File: src/rtl/serial_subtractor.sv
// Bit-serial WIDTH-bit subtractor: computes a - b LSB first through one full-subtractor
// cell and a registered borrow. Define SERIAL_SUBTRACTOR_OVF_EN for two's-complement overflow.
module serial_subtractor #(
    parameter int WIDTH = 8
) (
    input  logic             clk,
    input  logic             rst_n,
    input  logic             start,
    input  logic [WIDTH-1:0] a,
    input  logic [WIDTH-1:0] b,
    output logic             busy,
    output logic             done,
    output logic [WIDTH-1:0] diff,
    output logic             bout,
    output logic             ovf
);

    localparam int             CW       = $clog2(WIDTH + 1);
    localparam logic [CW-1:0]  LAST_BIT = CW'(WIDTH - 1);

    typedef enum logic [1:0] {
        IDLE = 2'b00,
        RUN  = 2'b01,
        DONE = 2'b10
    } state_t;

    state_t           state;
    state_t           state_next;
    logic [WIDTH-1:0] sa;
    logic [WIDTH-1:0] sb;
    logic [WIDTH-1:0] res;
    logic [CW-1:0]    cnt;
    logic             brw;
    logic             d;
    logic             brw_next;
    logic             accept;
    logic             last;

    // The one-bit ALU: a full subtractor on the current LSBs and the stored borrow.
    assign d        = sa[0] ^ sb[0] ^ brw;
    assign brw_next = (~sa[0] & sb[0]) | (~(sa[0] ^ sb[0]) & brw);

    assign accept = start && ((state == IDLE) || (state == DONE));
    assign last   = (state == RUN) && (cnt == LAST_BIT);

    // NOTE: every signal written in an always_comb gets a default first, so no path infers a latch.
    always_comb begin
        state_next = state;
        busy       = 1'b0;
        done       = 1'b0;
        case (state)
            IDLE: begin
                if (start) state_next = RUN;
            end
            RUN: begin
                busy = 1'b1;
                if (cnt == LAST_BIT) state_next = DONE;
            end
            DONE: begin
                done       = 1'b1;
                state_next = start ? RUN : IDLE;
            end
            default: state_next = IDLE;
        endcase
    end

    // NOTE: sequential state uses non-blocking assignments so every flop samples pre-edge values.
    always_ff @(posedge clk or negedge rst_n) begin
        if (!rst_n) begin
            state <= IDLE;
        end else begin
            state <= state_next;
        end
    end

    // NOTE: the operand/result shift registers are reset too, keeping diff defined from reset onward.
    always_ff @(posedge clk or negedge rst_n) begin
        if (!rst_n) begin
            sa   <= '0;
            sb   <= '0;
            res  <= '0;
            cnt  <= '0;
            brw  <= 1'b0;
            diff <= '0;
            bout <= 1'b0;
        end else if (accept) begin
            sa  <= a;
            sb  <= b;
            cnt <= '0;
            brw <= 1'b0;
        end else if (state == RUN) begin
            sa  <= sa >> 1;
            sb  <= sb >> 1;
            res <= {d, res[WIDTH-1:1]};
            brw <= brw_next;
            cnt <= cnt + CW'(1);
            if (last) begin
                diff <= {d, res[WIDTH-1:1]};
                bout <= brw_next;
            end
        end
    end

`ifdef SERIAL_SUBTRACTOR_OVF_EN
    logic ovf_q;

    // On the last RUN cycle sa[0]/sb[0] are the captured operand MSBs and d is the result MSB.
    always_ff @(posedge clk or negedge rst_n) begin
        if (!rst_n) begin
            ovf_q <= 1'b0;
        end else if (last) begin
            ovf_q <= (sa[0] != sb[0]) && (d != sa[0]);
        end
    end

    assign ovf = ovf_q;
`else
    assign ovf = 1'b0;
`endif

endmodule

File: config.mk
export PLATFORM = sky130hd
export DESIGN_NAME = serial_subtractor
export DESIGN_NICKNAME = d
export VERILOG_FILES = /design/src/rtl/serial_subtractor.sv
export SDC_FILE = /design/constraint.sdc
export NUM_CORES = 1
export LEC_CHECK = 0
export CAP_MARGIN = 20
export CELL_PAD_IN_SITES_DETAIL_PLACEMENT = 0
export CELL_PAD_IN_SITES_GLOBAL_PLACEMENT = 1
export CORE_ASPECT_RATIO = 1.1
export CORE_MARGIN = 2
export CORE_UTILIZATION = 35
export DETAILED_ROUTE_END_ITERATION = 16
export PLACE_DENSITY_LB_ADDON = 0.1
export REMOVE_ABC_BUFFERS = 1
export SETUP_SLACK_MARGIN = 0.15
export SYNTH_ARGS = -nofsm -noshare
export SYNTH_HDL_FRONTEND = slang
export SYNTH_SLANG_ARGS = --single-unit
File: constraint.sdc
create_clock -name clk -period 1.5 [get_ports clk]
set_input_delay 0.3 -clock clk [delete_from_list [all_inputs] [get_ports clk]]
set_output_delay 0.3 -clock clk [all_outputs]
set_load 0.02 [all_outputs]
==> qor.log, run 1 <==
INFO  outcome        result_of_the_run=finished, violations left
INFO  outcome        failed_checks=negative setup slack
INFO  global_route   global_route_wire_length_before_repair=6.11mm
INFO  setup_path     crit_path_start_kind=flip-flop
INFO  setup_path     path_common_cell=sky130_fd_sc_hd__buf_6
INFO  timing         final_critical_path_share_of_the_clock_period=102%
INFO  floorplanning  die_area=5300um2
INFO  floorplanning  die_w=69.6um
INFO  setup_path     timing_worst_setup_path_type=flip-flop to flip-flop
INFO  timing         fmax=657MHz
INFO  placed_design  dp_hpwl=2.28mm
INFO  detailed_routing dr.pass1.iters=4
INFO  global_route   grt_usage=14.6%
INFO  power_and_ir_drop ir_drop=803uV
INFO  synth          share_of_synthesized_area_occupied_by_flip_flops_and_latches=58.9%
INFO  setup_path     end_kind=flip-flop
INFO  clocking       clk-insertion-delay-late=0.29ns
INFO  clocking       clk_path_buf_depth=2
INFO  hold_path      hold_path.class=input pin to asynchronous set/reset pin
INFO  power_and_ir_drop clockPowerShare=15.2%
INFO  synth          synth.ff_latch_count=39
INFO  cells_and_area area_growth=44.3%
INFO  floorplanning  placeableCoreArea=4620um2
INFO  setup_path     worstPathRequired=1.68ns
INFO  power_and_ir_drop pwr-share-comb=48.3%
INFO  clocking       cts_buffers=5
INFO  setup_path     cpMaxStageDelayCell=sky130_fd_sc_hd__dfrtp_1
INFO  synth          synthFlopType=sky130_fd_sc_hd__dfrtp_1
INFO  synth          post-synth-top-area-cell=sky130_fd_sc_hd__dfrtp_1
INFO  detailed_routing drtIter0Drc=73
INFO  timing         period_needed=1.52ns
INFO  placed_design  placement.io_buffers=29
INFO  floorplanning  fp-row-count=26
INFO  global_route   grt_antenna_before_repair=0
INFO  flow_run       cap_violations=0
INFO  synth          count_of_mapped_cells_out_of_synthesis=163
INFO  synth          synth_edf_count=0
INFO  setup_path     arrival=1.70ns
INFO  power_and_ir_drop power.density=2120nW/um2
INFO  clocking       cts.sinks=39
INFO  timing         final_number_of_hold_violating_endpoints=0
INFO  global_route   grt_start_max_net_pins=29
INFO  power_and_ir_drop share_seq_of_total_power=36.5%
INFO  placed_design  gp_routability_congestion=0.724
INFO  cells_and_area seq_area=977um2
INFO  detailed_routing drcViolationCount=0
INFO  floorplanning  initial_core_util=35.9%
INFO  power_and_ir_drop power.leakage=1.15nW
INFO  timing         fin_skew=0.00375ns
INFO  power_and_ir_drop power.net_switching=1.83mW
INFO  synth          synth.lib_cells_used.distinct=28
INFO  synth          ys_top_cells_by_area=sky130_fd_sc_hd__dfrtp_1 59%, sky130_fd_sc_hd__nand2_1 12%, sky130_fd_sc_hd__mux2_2 6.1%
INFO  clocking       clk_root_buffer_cell=sky130_fd_sc_hd__clkbuf_8
INFO  detailed_routing ant_nets=0
INFO  synth          ys_warn_count=0
INFO  cells_and_area drive_gt1_share=23.5%
INFO  timing         fin_setup_tns=-0.132ns
INFO  detailed_routing postRouteWirelength=3.65mm
INFO  global_route   vias_in_the_first_global_route=1277
INFO  synth          post-synth-top-area-fraction=58.9%
INFO  cells_and_area finalCoreUtilization=51.8%
INFO  global_route   globalRoute.totalOverflow=0
INFO  synth          syn-cell-area=1660um2
INFO  power_and_ir_drop cellInternalPower=3.24mW
INFO  timing         report.final.setup_viol=8
INFO  cells_and_area fin_nets=233
INFO  setup_path     cp_cell_sequence=nand2b_4, buf_6, nor3_4, buf_6, buf_12, mux2_4
INFO  timing         final.hold.worst_slack=0.452ns
INFO  cells_and_area antennaDiodeCount=0
INFO  clocking       htree_num_levels=2
INFO  cells_and_area area_of_combinational_cells_with_multiple_inputs=662um2
INFO  power_and_ir_drop swShare=36.1%
INFO  cells_and_area fillCellCount=412
INFO  timing         number_of_pins_exceeding_their_max_slew_limit_in_the_final_report=0
INFO  floorplanning  die-height=76.2um
INFO  timing         post-route-worst-setup-slack=-0.0227ns
INFO  timing         rsz_0062_raised_after_global_routing=true
INFO  detailed_routing route.vias.total=1278
INFO  detailed_routing wl_per_cell=13.6um
INFO  synth          synthesis.area_per_instance=10.2um2
INFO  synth          synth_async_sr_flop_share=100%
INFO  floorplanning  ios=31
INFO  clocking       clk_pin_slew=0.07ns
INFO  setup_path     worstPathMaxFanout=5
INFO  placed_design  dpl_worst_slack=-0.0458ns
INFO  detailed_routing routed_via_density=4.75
INFO  clocking       cts_tree=built
INFO  setup_path     crit_path_max_incr_delay=0.39ns
==> sequential cells by signal (all words and copies together), names as in the netlist <==
register and count:
bout 1, brw 1, cnt 4, diff 8, res 7, sa 8
sb 8, state 2
==> repair_timing <==
item,4_1_cts,5_1_grt
setup buffers,4,7
pin swaps,1,1
hold buffers,1,0
gates cloned,1,1
hold endpoints to repair,15,0
setup endpoints to repair,25,17
gates resized for setup,33,15
==> synthesized netlist by cell type (2+ instances only) <==
cell type and count:
sky130_fd_sc_hd__nand2_1 51, sky130_fd_sc_hd__dfrtp_1 39, sky130_fd_sc_hd__nor2_1 14, sky130_fd_sc_hd__a31oi_1 11, sky130_fd_sc_hd__mux2_2 9, sky130_fd_sc_hd__clkbuf_1 6, sky130_fd_sc_hd__inv_1 4, sky130_fd_sc_hd__buf_2 3
sky130_fd_sc_hd__mux2i_1 3, sky130_fd_sc_hd__a22o_1 2, sky130_fd_sc_hd__a22oi_1 2, sky130_fd_sc_hd__nand2b_1 2, sky130_fd_sc_hd__nand3_1 2
==> worst max-delay path: cells and delay by family, from the launching register on <==
family | cells | cell delay [ns]
mux | 1 | 0.30
simple gates | 2 | 0.36
flops | 1 | 0.39
buf+inv | 3 | 0.37
==> cell usage in the layout, fill, tap and decap left out, types with 6 or more instances in the layout <==
cell,n
sky130_fd_sc_hd__nor2_1,13
sky130_fd_sc_hd__dlygate4sd2_1,8
sky130_fd_sc_hd__buf_6,6
sky130_fd_sc_hd__a31oi_1,11
sky130_fd_sc_hd__nand2_1,50
sky130_fd_sc_hd__clkdlybuf4s50_1,17
sky130_fd_sc_hd__dfrtp_1,38
sky130_fd_sc_hd__buf_4,13
sky130_fd_sc_hd__mux2_4,9
sky130_fd_sc_hd__clkbuf_8,7
==> worst paths after layout <==
kind	from	to	slack, ns	cells after the start
worst max register to register	state[1]	diff[1]	-0.02	6
worst max-delay path	state[1]	diff[1]	-0.02	6
max in group asynchronous	rst_n	state[0]	0.58	3
min in group clk	res[1]	res[1]	0.48	2
worst min register to register	res[1]	res[1]	0.48	2
worst min-delay path	rst_n	diff[1]	0.45	2
==> stage by stage <==
| step | cell area [um2] | power (mW) | instances |
|---|---|---|---|
| floorplan | 1600 | 3.00 | 152 |
| global placement | 2070 | 3.80 | 247 |
| detailed placement | 2070 | 3.86 | 247 |
| CTS | 2270 | 4.77 | 261 |
| global route | 2390 | 5.48 | 269 |
| finish | 2390 | 5.07 | 269 |
==> area by class of cell <==
class / instances / area share (%)
clock buffers: 8 / 4.18
inverters: 4 / 0.837
multi-input cells: 109 / 27.7
flip-flops and latches: 39 / 40.8
well taps: 56 / 2.93
repair buffers: 53 / 23.5
==> routing by layer <==
| layer | track usage (%) | wire (um) | up-vias |
|---|---|---|---|
| met5 | 0 | 0 | - |
| met4 | 5.19 | 54 | 0 |
| met3 | 4.50 | 193 | 7 |
| met2 | 23.9 | 1750 | 34 |
| met1 | 18.3 | 1650 | 603 |
| li1 | - | - | 634 |
==> power groups by stage <==
stage,clock network (mW),registers [mW],logic [mW]
final,0.773,1.85,2.45
after floorplan,0,1.94,1.07
after global routing,0.854,1.93,2.70
after global placement,0,1.84,1.96
after CTS,0.802,1.85,2.12
after detailed placement,0,1.86,2.01
==> kinds of logic (layout without fill, tap and decap cells) <==
kind of cell               Yosys count  in the layout  share of synthesized area (%)
AOI/OAI and AO/OA                   19             19                           7.62
other                                1              1                          0.226
adders and majority gates            2              2                           1.96
xor gates and xnor gates             1              1                          0.528
muxes                               12             12                           7.92
and+or+nand+nor                     74             74                           18.6
buffers and inverters               15             65                           4.30
DFF                                 39             39                           58.9
(Power assumes the default switching activity.)
==> inputs of run 2 (changes only) <==
--- a/config.mk
+++ b/config.mk
@@ -12,6 +12,7 @@
 export CORE_MARGIN = 2
 export CORE_UTILIZATION = 35
 export DETAILED_ROUTE_END_ITERATION = 16
+export GPL_TIMING_DRIVEN = 1
 export PLACE_DENSITY_LB_ADDON = 0.1
 export REMOVE_ABC_BUFFERS = 1
 export SETUP_SLACK_MARGIN = 0.15
==> results of run 2 <==
No change in the layout: final DEF, timing and power equal those of run 1.
==> inputs of run 3 (changes only) <==
==> constraint.sdc (replaced) <==
create_clock -name clk -period 1.3 [get_ports clk]
set_input_delay 0.26 -clock clk [delete_from_list [all_inputs] [get_ports clk]]
set_output_delay 0.26 -clock clk [all_outputs]
set_load 0.02 [all_outputs]
==> run 3 against run 2 <==
Against the previous run: the run still ends with negative setup slack left; via count rose by 4.9%; clock-buffer cell count did not move; die area did not move; final area rose by 7.2%; utilization rose by 3.7 points; hold slack improved by 0.028 ns; combinational power rose by 38%; final cell count rose by 3.7%; clock power rose by 15%; register-to-register slack got worse by 0.18 ns; global-route usage rose by 1.1 points; largest power group unchanged; highest routed layer unchanged.
==> qor.log, run 3 (synthesis gave the netlist of run 1 again) <==
INFO  outcome        result_of_the_run=finished, violations left
INFO  outcome        failed_checks=negative setup slack
INFO  setup_path     crit_path_start_kind=flip-flop
INFO  setup_path     timing_worst_setup_path_type=flip-flop to flip-flop
INFO  timing         rsz_0062_raised_after_global_routing=true
INFO  floorplanning  placeableCoreArea=4620um2 [unchanged]
INFO  detailed_routing wl_per_cell=14.3um [+5.6%]
INFO  setup_path     reg2regPathDepth=6 [unchanged]
INFO  timing         fmax=667MHz [+1.5%]
INFO  setup_path     rr_startpoint=state[1]
INFO  placed_design  placement.io_buffers=29 [unchanged]
INFO  flow_run       cap_violations=0 [unchanged]
INFO  placed_design  gp_routability_congestion=0.709 [-2.0%]
INFO  timing         final_critical_path_share_of_the_clock_period=115% [+14 points]
INFO  setup_path     r2r_setup_slack=-0.20ns [-0.18 ns]
INFO  detailed_routing drcViolationCount=0 [unchanged]
INFO  cells_and_area area_of_combinational_cells_with_multiple_inputs=707um2 [+6.8%]
INFO  power_and_ir_drop pwr-share-comb=52.7% [+4.4 points]
INFO  power_and_ir_drop swShare=35.7% [-0.39 points]
INFO  global_route   grt_antenna_before_repair=0 [unchanged]
INFO  power_and_ir_drop clockPowerShare=13.9% [-1.3 points]
INFO  global_route   global_route_wire_length_before_repair=6.59mm [+7.9%]
INFO  hold_path      hold_path.class=input pin to asynchronous set/reset pin
INFO  detailed_routing dr.pass1.iters=3 [-1]
INFO  setup_path     worstPathRequired=1.48ns [-0.20 ns]
INFO  clocking       clk_path_buf_depth=2 [unchanged]
INFO  cells_and_area area_growth=54.6%
INFO  clocking       cts_buffers=5 [unchanged]
INFO  global_route   vias_in_the_first_global_route=1309 [+2.5%]
INFO  placed_design  placement_stage_cell_area=2090um2 [+1.1%]
INFO  power_and_ir_drop share_seq_of_total_power=33.4% [-3.1 points]
INFO  cells_and_area layout_commonest_cell=sky130_fd_sc_hd__nand2_1
INFO  setup_path     arrival=1.68ns [-0.02 ns]
INFO  clocking       cts.sinks=39 [unchanged]
INFO  cells_and_area fin_nets=243 [+4.3%]
INFO  detailed_routing drtIter0Drc=96 [+32%]
INFO  cells_and_area postLayoutCellArea=2560um2 [+7.2%]
INFO  floorplanning  fp-row-count=26 [unchanged]
INFO  detailed_routing route.vias.total=1340 [+4.9%]
INFO  setup_path     worstPathMaxFanout=5 [unchanged]
INFO  cells_and_area seq_area=976um2 [-0.13%]
INFO  power_and_ir_drop power.leakage=1.22nW [+6.7%]
INFO  timing         final.hold.worst_slack=0.480ns [+0.0284 ns]
INFO  clocking       clk_pin_slew=0.07ns [about the same]
INFO  global_route   grt_start_max_net_pins=40 [+38%]
INFO  floorplanning  die_area=5300um2 [unchanged]
INFO  clocking       clk-insertion-delay-late=0.29ns [about the same]
INFO  timing         report.final.setup_viol=19 [+11]
INFO  timing         post-route-worst-setup-slack=-0.200ns [-0.177 ns]
INFO  power_and_ir_drop ir_drop=1010uV [+26%]
INFO  clocking       htree_num_levels=2 [unchanged]
INFO  setup_path     worst_r2r_endpoint=diff[6]
INFO  timing         period_needed=1.50ns [-0.0229 ns]
INFO  timing         number_of_pins_exceeding_their_max_slew_limit_in_the_final_report=0 [unchanged]
INFO  floorplanning  ios=31 [unchanged]
INFO  cells_and_area fillCellCount=422 [+2.4%]
INFO  placed_design  dp_hpwl=2.23mm [-2.2%]
INFO  floorplanning  die_w=69.6um [unchanged]
INFO  global_route   grt_usage=15.7% [+1.1 points]
INFO  power_and_ir_drop cellInternalPower=4.12mW [+27%]
INFO  timing         final_number_of_hold_violating_endpoints=0 [unchanged]
INFO  floorplanning  initial_core_util=35.9% [unchanged]
INFO  power_and_ir_drop power.net_switching=2.29mW [+25%]
INFO  global_route   globalRoute.totalOverflow=0 [unchanged]
INFO  detailed_routing routed_via_density=4.80 [+1.1%]
INFO  detailed_routing ant_nets=0 [unchanged]
INFO  detailed_routing postRouteWirelength=4.00mm [+9.5%]
INFO  cells_and_area layout.cells.most_common_list=49 x sky130_fd_sc_hd__nand2_1, 39 x sky130_fd_sc_hd__dfrtp_1, 17 x sky130_fd_sc_hd__clkdlybuf4s50_1, 14 x sky130_fd_sc_hd__buf_4, 12 x sky130_fd_sc_hd__buf_6
INFO  floorplanning  die-height=76.2um [unchanged]
INFO  cells_and_area layout_top_registers=diff (8), sa (8), sb (8)
INFO  timing         fin_skew=0.00399ns [+0.000239 ns]
INFO  clocking       clk_root_buffer_cell=sky130_fd_sc_hd__clkbuf_8
INFO  setup_path     end_kind=flip-flop
INFO  cells_and_area drive_gt1_share=35.0% [+12 points]
INFO  clocking       cts_tree=built
INFO  cells_and_area antennaDiodeCount=0 [unchanged]
INFO  power_and_ir_drop power.density=2500nW/um2 [+18%]
==> run 3: cell types whose count changed in the layout (fill, tap and decap cells not counted), moves of 2 or more <==
cell                            previous run  this run
sky130_fd_sc_hd__nor2_2                    1         3
sky130_fd_sc_hd__buf_6                     6        12
sky130_fd_sc_hd__dlygate4sd2_1             8         0
sky130_fd_sc_hd__buf_16                    1         3
sky130_fd_sc_hd__a22oi_2                   0         2
sky130_fd_sc_hd__buf_2                     1        10
sky130_fd_sc_hd__a22oi_1                   2         0
sky130_fd_sc_hd__nor2_1                   13        10
==> run 3: power groups by stage <==
| stage | sequential (mW) | combinational [mW] | clock [mW] |
|---|---|---|---|
| floorplan | 2.24 | 1.23 | 0 |
| global placement | 2.12 | 2.32 | 0 |
| detailed placement | 2.13 | 2.38 | 0 |
| CTS | 2.13 | 2.99 | 0.927 |
| global route | 2.23 | 3.71 | 1.00 |
| finish | 2.14 | 3.38 | 0.889 |
==> run 3: area by class of cell <==
class	count	share of cell area, %
multi-input cells	109	27.6
inverters	4	1.07
well taps	56	2.73
clock buffers	8	3.90
flip-flops and latches	39	38.1
repair buffers	63	26.6
==> run 3: how the worst max path moves through the flow <==
stage               cells after the start  slack [ns]       to  startpoint
global route                            6       -0.26  diff[3]      cnt[1]
detailed placement                      5       -0.30  diff[4]    state[1]
floorplan                               4       -0.69   cnt[1]    state[1]
global placement                        5       -0.27  diff[5]    state[1]
finish                                  6       -0.20  diff[6]    state[1]
CTS                                     6       -0.21  diff[6]      cnt[0]
==> run 3: timing repair <==
item / 4_1_cts / 5_1_grt
hold endpoints to repair: 39 / 0
endpoints found under the setup margin: 50 / 36
cloned: 3 / 2
pin swaps: 5 / 13
resized for setup: 83 / 12
hold buffers: 1 / 0
setup buffers: 8 / 7
==> run 3: through the flow <==
step	setup WS [ns]	total power [mW]	TNS, ns	utilization (%)	std cells
6_report	-0.200	6.41	-2.19	55.5	279
5_1_grt	-0.260	6.93	-3.27	55.5	279
4_1_cts	-0.210	6.06	-1.91	52.8	270
3_5_place_dp	-0.304	4.51	-4.51	45.3	250
3_3_place_gp	-0.270	4.45	-3.97	45.3	250
2_1_floorplan	-0.688	3.46	-20.77	-	152
==> run 3: metal layers <==
| layer | GRT usage [%] | routed length, um | vias up |
|---|---|---|---|
| met5 | 0 | 0 | - |
| met4 | 6.92 | 23 | 0 |
| met3 | 3.17 | 179 | 2 |
| met2 | 23.6 | 1930 | 28 |
| met1 | 22.1 | 1870 | 651 |
| li1 | - | - | 659 |
==> run 3: worst max-delay path: stages, from the launching register on <==
cell                       delay (ns)
sky130_fd_sc_hd__dfrtp_1         0.37
sky130_fd_sc_hd__nand2b_4        0.15
sky130_fd_sc_hd__buf_6           0.12
sky130_fd_sc_hd__nor3_4          0.20
sky130_fd_sc_hd__buf_6           0.13
sky130_fd_sc_hd__buf_12          0.11
sky130_fd_sc_hd__mux2_4          0.30
